**src/rtl/write_address_sequencer.sv**
```systemverilog
// Write-side address sequencer: fills one register-file frame through a one-hot
// pointer ring, then holds it until the read side reports it consumed.
module write_address_sequencer #(
  parameter int NUM_REGS       = 15,
  parameter int INIT_WRITE_REG = 0,
  parameter int DATA_W         = 8
) (
  input  logic              clk,
  input  logic              rst_n,
  input  logic              in_valid,
  input  logic [DATA_W-1:0] in_data,
  output logic              in_ready,
  input  logic              read_done,
  output logic              write_en,
  output logic [3:0]        write_reg,
  output logic [DATA_W-1:0] write_data,
  output logic              frame_full,
  output logic [3:0]        write_count
);

  typedef enum logic {FILL, FULL} state_t;

  localparam logic [NUM_REGS-1:0] ONE      = NUM_REGS'(1);
  localparam logic [NUM_REGS-1:0] INIT_PTR = ONE << INIT_WRITE_REG;

  state_t              state, state_nxt;
  logic [NUM_REGS-1:0] ptr, ptr_rot;
  logic [3:0]          ptr_idx;
  logic                accept, last_beat, ptr_ok, release_frame;

  // Held low during reset so upstream never sees a handshake it cannot complete.
  assign in_ready      = rst_n && (state == FILL);
  assign accept        = in_valid && in_ready;
  assign last_beat     = (write_count == 4'(NUM_REGS - 1));
  assign release_frame = (state == FULL) && read_done;
  assign ptr_rot       = {ptr[NUM_REGS-2:0], ptr[NUM_REGS-1]};
  assign ptr_ok        = (ptr != '0) && ((ptr & (ptr - ONE)) == '0);

  always_comb begin
    ptr_idx = '0;
    for (int i = 0; i < NUM_REGS; i++)
      if (ptr[i]) ptr_idx = ptr_idx | 4'(i);
  end

  always_ff @(posedge clk) begin
    if (!rst_n) state <= FILL;
    else        state <= state_nxt;
  end

  always_comb begin
    state_nxt = state;
    case (state)
      FILL:    if (accept && last_beat) state_nxt = FULL;
      FULL:    if (read_done)           state_nxt = FILL;
      default: state_nxt = FILL;
    endcase
  end

  always_ff @(posedge clk) begin
    if (!rst_n) begin
      ptr         <= INIT_PTR;
      write_reg   <= 4'(INIT_WRITE_REG);
      write_en    <= 1'b0;
      write_data  <= '0;
      write_count <= '0;
      frame_full  <= 1'b0;
    end else begin
      write_en <= accept;
      if (accept) begin
        write_reg   <= ptr_idx;
        write_data  <= in_data;
        write_count <= write_count + 4'd1;
      end
      // A corrupted ring self-heals to the frame start rather than emitting a bad address.
      if (!ptr_ok)            ptr <= INIT_PTR;
      else if (accept)        ptr <= ptr_rot;
      else if (release_frame) ptr <= INIT_PTR;
      if (accept && last_beat) frame_full <= 1'b1;
      if (release_frame) begin
        frame_full  <= 1'b0;
        write_count <= '0;
      end
    end
  end

endmodule

```
**config.mk**
```make
export PLATFORM = sky130hd
export DESIGN_NAME = write_address_sequencer
export DESIGN_NICKNAME = d
export VERILOG_FILES = /design/src/rtl/write_address_sequencer.sv
export SDC_FILE = /design/constraint.sdc
export NUM_CORES = 1
export LEC_CHECK = 0
export ABC_CLOCK_PERIOD_IN_PS = 1870
export CORE_AREA = 4 4 63 65
export CTS_BUF_LIST = sky130_fd_sc_hd__clkbuf_8
export DETAILED_ROUTE_END_ITERATION = 16
export DIE_AREA = 0 0 67 69
export GPL_TIMING_DRIVEN = 0
export PLACE_DENSITY = 0.77
export SYNTH_ARGS = -nofsm -noshare
export SYNTH_HDL_FRONTEND = slang
export SYNTH_SLANG_ARGS = --single-unit
```
**constraint.sdc**
```tcl
create_clock -name clk -period 1.87 [get_ports clk]
set_clock_uncertainty 0.05 [all_clocks]
set_input_delay 0.187 -clock clk [delete_from_list [all_inputs] [get_ports clk]]
set_output_delay 0.187 -clock clk [all_outputs]
set_load 0.01 [all_outputs]
```
# Yosys cells after proc, flatten, opt, wreduce, memory -nomap -nowiden
# Index checks and enable logic that the tools add are counted.
[op_classes]
n_addsub = 2
n_eq_ne = 1
mux = 19
n_bitwise = 3
n_reduce_logical = 10
[op_table]
columns = ["op", "count"]
rows = [
  ["two-way mux 15 bit", 2],
  ["two-way mux 4 bit", 7],
  ["bitwise AND 15 bit", 1],
  ["zero test 15 bit", 1],
  ["nonzero test 15 bit", 1],
  ["subtractor 15 x 1 -> 15 bit (second input constant)", 1],
  ["two-way mux 3 bit", 4],
  ["logical AND 1 bit", 5],
  ["adder 4 x 1 -> 4 bit (second input constant)", 1],
  ["equality test 4 bit (second input constant)", 1],
  ["two-way mux 2 bit", 2],
  ["two-way mux 1 bit", 3],
  ["NOT 1 bit", 2],
  ["one-hot mux 1 bit (2 select lines)", 1],
  ["AND reduction 2 bit", 1],
  ["nonzero test 2 bit", 1],
  ["OR reduction 2 bit", 1],
]
[word_totals]
regBits = 34
inputBits = 12
output_inout_bits = 19
wordCells = 42

# Longest topological paths before layout
# Gate-level depths: netlist of run 1.
[logic_depth]
depth_word = 14
depth_mapped = 7
ltp_nobuf = 6

# Worst setup path before layout of run 1
# No wires, ideal clock.
[synth_path]
path_kind = "reg-to-reg"
start = "register ptr[2]"
end = "register ptr[6]"
setup_ps = 66
t_arrival_ps = 1638
required_time_ps = 1754
path_slack_ps = 116
stages_incl_launch_ff = 7
path_buffers = 2
period_less_slack_ps = 1754
cell_sequence = "dfxtp_1 -> buf_6 -> or4_1 -> a221oi_2 -> o211ai_2 -> buf_6 -> a21oi_2"
[synth_between]
elab_chain_cells = 5
word_cells_on_any_way = 6
cone_classes = "add/sub: 1; bitwise: 1; reduce/logical: 4"
[synth_lines]
columns = ["element", "line", "text"]
rows = [
  ["start, declared", "27", "logic [NUM_REGS-1:0] ptr, ptr_rot;"],
  ["start signal, assigned", "76", "else if (accept) ptr <= ptr_rot;"],
  ["subtractor 15 x 1 -> 15 bit", "37", "assign ptr_ok = (ptr != '0) && ((ptr & (ptr - ONE)) == '0);"],
  ["bitwise AND 15 bit", "37", ""],
  ["zero test 15 bit", "37", ""],
  ["logical AND 1 bit (*)", "37", ""],
  ["AND reduction 2 bit (no source line) (*)", "n/a", ""],
]
# Mark *: on every way between the ends. The rest lies on a longest branch, timed or not.
# A chain may end at the register's enable or synchronous reset.

# Final worst setup path of run 1
[layout_path]
start = "register ptr[2]"
end = "register ptr[1]"
# Same word-level chain as after synthesis.

==> results of run 1 <==
[where the power goes]
part           internal [mW]  switching [mW]  total (mW)
clock                  0.396           0.282       0.678
combinational          0.111          0.0966       0.208
sequential             0.745          0.0216       0.766
total                   1.25           0.400        1.65
[layer usage]
metal  global-route usage, %  up-vias  routed length, um
met3                    4.71        3                227
li1                        -      727                  -
met5                       0        -                  0
met4                    5.63        0                 36
met1                    23.3      715               1630
met2                    27.7       50               1910
[cells by family (layout without fill, tap and decap cells)]
kind of cell	count (synthesis)	in the layout	synth area share, %
adder cells (fa/ha/maj)	2	2	1.57
XOR/XNOR	3	3	1.65
flip-flops	34	34	42.8
AND/OR/NAND/NOR	85	85	27.2
buffers and inverters	15	58	7.94
multiplexers	1	1	0.629
AO/OA/AOI/OAI	41	41	18.2
[placed cells by master (no fill, tap or decap), drive strengths merged, types with 3 or more instances in the layout]
master and n:
nand3 18, clkdlybuf4s50 29, clkbuf 9, nor2 8, buf 12, a21oi 17
or4 3, dfxtp 34, nand4 4, nor4 7, nand2 34, nand3b 3
o21ai 14, a211oi 3
[worst min-delay path, cell delays in order]
cell and delay, ps:
dlymetal6s2s_1 210, nand2_1 90, o21ai_0 60
[layout make-up]
cell class / count / share of cell area (%)
Clock buffer: 5 / 3.18
Sequential cell: 34 / 31.9
Clock inverter: 3 / 2.08
Buffer: 10 / 4.34
Multi-Input combinational cell: 132 / 37.9
Timing Repair Buffer: 38 / 17.5
Tap cell: 46 / 2.66
Inverter: 2 / 0.347
[synth_stat cells, drive strengths merged, types with 3 or more instances]
| cell type | count | area, um^2 |
|---|---|---|
| nand4 | 4 | 25.0 |
| nor4 | 7 | 65.1 |
| nand2 | 34 | 128 |
| clkbuf | 4 | 30.0 |
| o21ai | 14 | 70.1 |
| dfxtp | 34 | 681 |
| nand3b | 3 | 22.5 |
| a211oi | 3 | 22.5 |
| nand3 | 18 | 90.1 |
| or4 | 3 | 22.5 |
| buf | 7 | 67.6 |
| nor2 | 8 | 30.0 |
| a21oi | 17 | 123 |
[stage by stage]
step | cells | hold slack (ps)
2_1_floorplan | 181 | 246
5_1_grt | 270 | 293
3_3_place_gp | 257 | 397
6_report | 270 | 261
4_1_cts | 268 | 396
3_5_place_dp | 257 | 400
[worst paths after layout]
kind,slack (ps),cells after the start,start,endpoint
min reg2reg,410,2,write_data[5]$_SDFFE_PN0P_,write_data[5]$_SDFFE_PN0P_
min,260,3,rst_n,write_data[0]$_SDFFE_PN0P_
max,-50,6,ptr[2]$_SDFFE_PN0P_,ptr[1]$_SDFFE_PN0P_
max reg2reg,-50,6,ptr[2]$_SDFFE_PN0P_,ptr[1]$_SDFFE_PN0P_
[repair_timing]
action / in CTS / in global routing
gates resized for setup: 4 / 13
setup endpoints to repair: 15 / 24
endpoints found under the hold margin: 0 / 0
setup buffers: 4 / 3
cloned: 0 / 1
pin swaps: 4 / 5
==> impl_metrics.ini, run 1 <==
[power]
power.leakage_nw = 0.782
powerDensity_nw_per_um2 = 764
finalPower_mw = 1.65
ir_drop_mv = 0.571

[timing]
drv_slew = 0
hold_viol = 0
grt_setup_unrepaired = yes
finalSetupViolCount = 13
min_period_over_period_pct = 103
fin_crit_ps = 1920
clock.fmax_ghz = 0.521
worstMarginPinSlew_ps = 425
max-slew-margin-rel_pct = 71.6
finalSetupTns_ps = -343
final_critical_path_setup_slack_ps = -50.9

[critical_path]
cp_slowest_stage_delay_ps = 380
cp_data_required_time_ps = 2030
cp_data_arrival_time_ps = 2090
crit_path_start_kind = flop
crit_type = reg2reg
crit_path_top_delay_cell = dfxtp_4
worst_setup_path_end_kind = flop
crit_chain = nor4_4 -> nand4_1 -> a221oi_2 -> o211ai_2 -> buf_4 -> a21oi_2
cp_top_family = compound AO/OA/AOI/OAI gates
crit_fanout = 7
worst-path-buf-inv = 1

[route]
vias_per_cell = 5.54
vias = 1495
wirelength_um = 3800
drtAntennaViolNets = 0
drt-pass1-iter-count = 4
route.detailed.drc = 0
drtIter0Drc = 97
wl_per_cell_um = 14.1

[finish]
largest_reg_flops = 15
antenna-diode-count = 0
final_net_count = 237
seqCellArea_um2 = 691
fin_area_um2 = 2160
final.fill_count = 287
final_core_util_pct = 64.8
area_growth_pct = 35.8
largest_register = ptr
drive_above_1_share_pct = 21.4
reg.largest.list = ptr: 15 flops, write_data: 8 flops
multi_input_area_um2 = 820

[floorplan]
rows = 21
core_area_um2 = 3340
io_pins = 31
initial_core_util_pct = 47.7
die_w_um = 67
die_h_um = 69
die_area_um2 = 4620

[synth]
ys_ff_latch = 34
synth_edf_count = 0
synth_area_per_cell_um2 = 8.79
ys.flop_type = dfxtp_1
synth_seq_area_share_pct = 42.8
async_flop_share_pct = 0
ys_warn_count = 0
synth_area_um2 = 1590
syn-instance-count = 181
synth_nets = 195
synth_cell_type_count = 40

[clock_network]
clkLatencyLatePin_ps = 290
clk_path_buf_depth = 2
cts_tree = yes
root_buffer = clkbuf_8
cts_htree_levels = 2
clk_pin_slew_worst_paths_ps = 70
cts_hold_buf = 0
cts_sinks = 34
numCtsBuffers = 5

[global_route]
gr-total-overflow = 0
grt_first_pass_wirelength_um = 6530
grt.total_usage_pct = 17.7
grt_max_degree = 13
antenna_found_initial = 0
grt_pass1_vias = 1448

[place]
dpl_cell_area_um2 = 1950
portBuffers = 30
finalWeightedCongestion = 0.845
dp_hpwl_um = 2560
place_ws_ps = -296

[min_path]
worst_hold_path_type = in2reg

[status]
violations = negative setup slack
status = finished, violations left

[run]
cap_violations = 0
(Power assumes the default switching activity.)
==> inputs of run 2 (changes only) <==
CAP_MARGIN = 20   (was default)
==> results of run 2 <==
No change in the layout: final DEF, timing and power equal those of run 1.
==> inputs of run 3 (changes only) <==
GPL_TIMING_DRIVEN = default   (was 0)
==> impl_metrics.ini, run 3 (synthesized netlist as in run 1, its figures left out) <==
[power]
ir_drop_mv = 0.960
powerDensity_nw_per_um2 = 832
power.leakage_nw = 0.785

[critical_path]
r2r-start = ptr[1]$_SDFFE_PN0P_
worst_setup_path_end_kind = flop
cp_data_arrival_time_ps = 1950
crit_start = ptr[1]$_SDFFE_PN0P_
crit_type = reg2reg
crit_path_start_kind = flop
cp_data_required_time_ps = 2030
r2r_setup_slack_ps = 80
crit_fanout = 9

[route]
route.detailed.drc = 0
drt-pass1-iter-count = 4
wl_per_cell_um = 13.5
drtIter0Drc = 76
drtAntennaViolNets = 0
wirelength_um = 3680
vias = 1435
vias_per_cell = 5.28

[clock_network]
cts_sinks = 34
clkLatencyLatePin_ps = 290
cts_htree_levels = 2
cts_tree = yes
numCtsBuffers = 5
clk_pin_slew_worst_paths_ps = 70
clk_path_buf_depth = 2
root_buffer = clkbuf_8

[finish]
area_growth_pct = 35.9
final_cells = 272
drive_above_1_share_pct = 20.4
layout_common_cells = 34 x nand2_1, 34 x dfxtp_1, 30 x clkdlybuf4s50_1
largest_reg_flops = 15
seqCellArea_um2 = 681
final_net_count = 239
fin_area_um2 = 2160
reg.largest.list = ptr: 15 flops, write_data: 8 flops
multi_input_area_um2 = 800
antenna-diode-count = 0
largest_register = ptr
final.fill_count = 289
final_core_util_pct = 64.8

[timing]
grt_setup_unrepaired = no
fin_crit_ps = 1790
max-slew-margin-rel_pct = 77.0
clock.fmax_ghz = 0.559
drv_slew = 0
worstMarginPinSlew_ps = 342
hold_viol = 0
finalSetupViolCount = 0
finalSetupTns_ps = 0
min_period_over_period_pct = 95.7
hold_slack_ps = 407

[floorplan]
die_h_um = 69
die_area_um2 = 4620
rows = 21
core_area_um2 = 3340
die_w_um = 67
io_pins = 31
initial_core_util_pct = 47.7

[global_route]
grt.total_usage_pct = 17.2
antenna_found_initial = 0
grt_max_degree = 32
grt_first_pass_wirelength_um = 6180
gr-total-overflow = 0
grt_pass1_vias = 1325

[place]
dpl_cell_area_um2 = 2000
dp.cells = 263
dp_hpwl_um = 2610
finalWeightedCongestion = 0.820
portBuffers = 30

[min_path]
hold_start = in_data[5]
worst_hold_path_type = in2reg

[status]
status = complete, no violations

[run]
cap_violations = 0
-- run 3: cell count changes in the layout (fill, tap and decap cells not counted), sizes merged --
cell and delta:
dlymetal6s2s -2, buf +8, dlygate4sd1 -1, clkdlybuf4s50 +1, clkbuf -3, bufinv +1
clkinvlp -2
-- run 3: final cells by class --
type                    instances  share of cell area, %
multi-input cells             132                   37.0
flip-flops and latches         34                   31.5
repair buffers                 50                   22.0
clock buffers                   6                   3.82
clock inverters                 2                   2.78
well taps                      46                   2.66
inverters                       2                  0.347
-- run 3: final timing paths --
path | end | depth (start not counted)
max | ptr[1]$_SDFFE_PN0P_ | 5
min | write_data[5]$_SDFFE_PN0P_ | 3
max reg2reg | ptr[1]$_SDFFE_PN0P_ | 5
min reg2reg | write_data[5]$_SDFFE_PN0P_ | 2
-- run 3: report_power, final --
| part | leakage, nW | switching (mW) | internal [mW] |
|---|---|---|---|
| Combinational | 0.437 | 0.0955 | 0.109 |
| Sequential | 0.277 | 0.0164 | 0.746 |
| Clock | 0.0714 | 0.264 | 0.568 |
-- run 3: worst max-delay path, stage by stage, from the launching register on --
cell and delay [ps]:
dfxtp_1 350, or4_1 550, a221oi_2 300, o211ai_2 170, buf_12 180, a21oi_1 110
-- run 3: layer usage --
metal	global-route usage, %	vias to the layer above	part of all wire (%)
met3	6.01	5	5.1
met1	21.9	665	45
met2	26.7	35	49
li1	-	730	-
met4	5.41	0	1.4
met5	0	-	0
-- run 3: per-stage QoR --
step | setup slack (ps) | total power, mW
2_1_floorplan | 116 | 0.878
3_3_place_gp | 79.0 | 0.977
3_5_place_dp | 33.8 | 0.980
4_1_cts | 15.3 | 1.81
5_1_grt | 4.19 | 1.86
6_report | 80.4 | 1.80
-- run 3: what timing repair did --
| action | in CTS | in global routing |
|---|---|---|
| gates resized for setup | 0 | 2 |
| setup buffers | 0 | 1 |
| hold buffers | 0 | 0 |
| endpoints found under the setup margin | 0 | 14 |
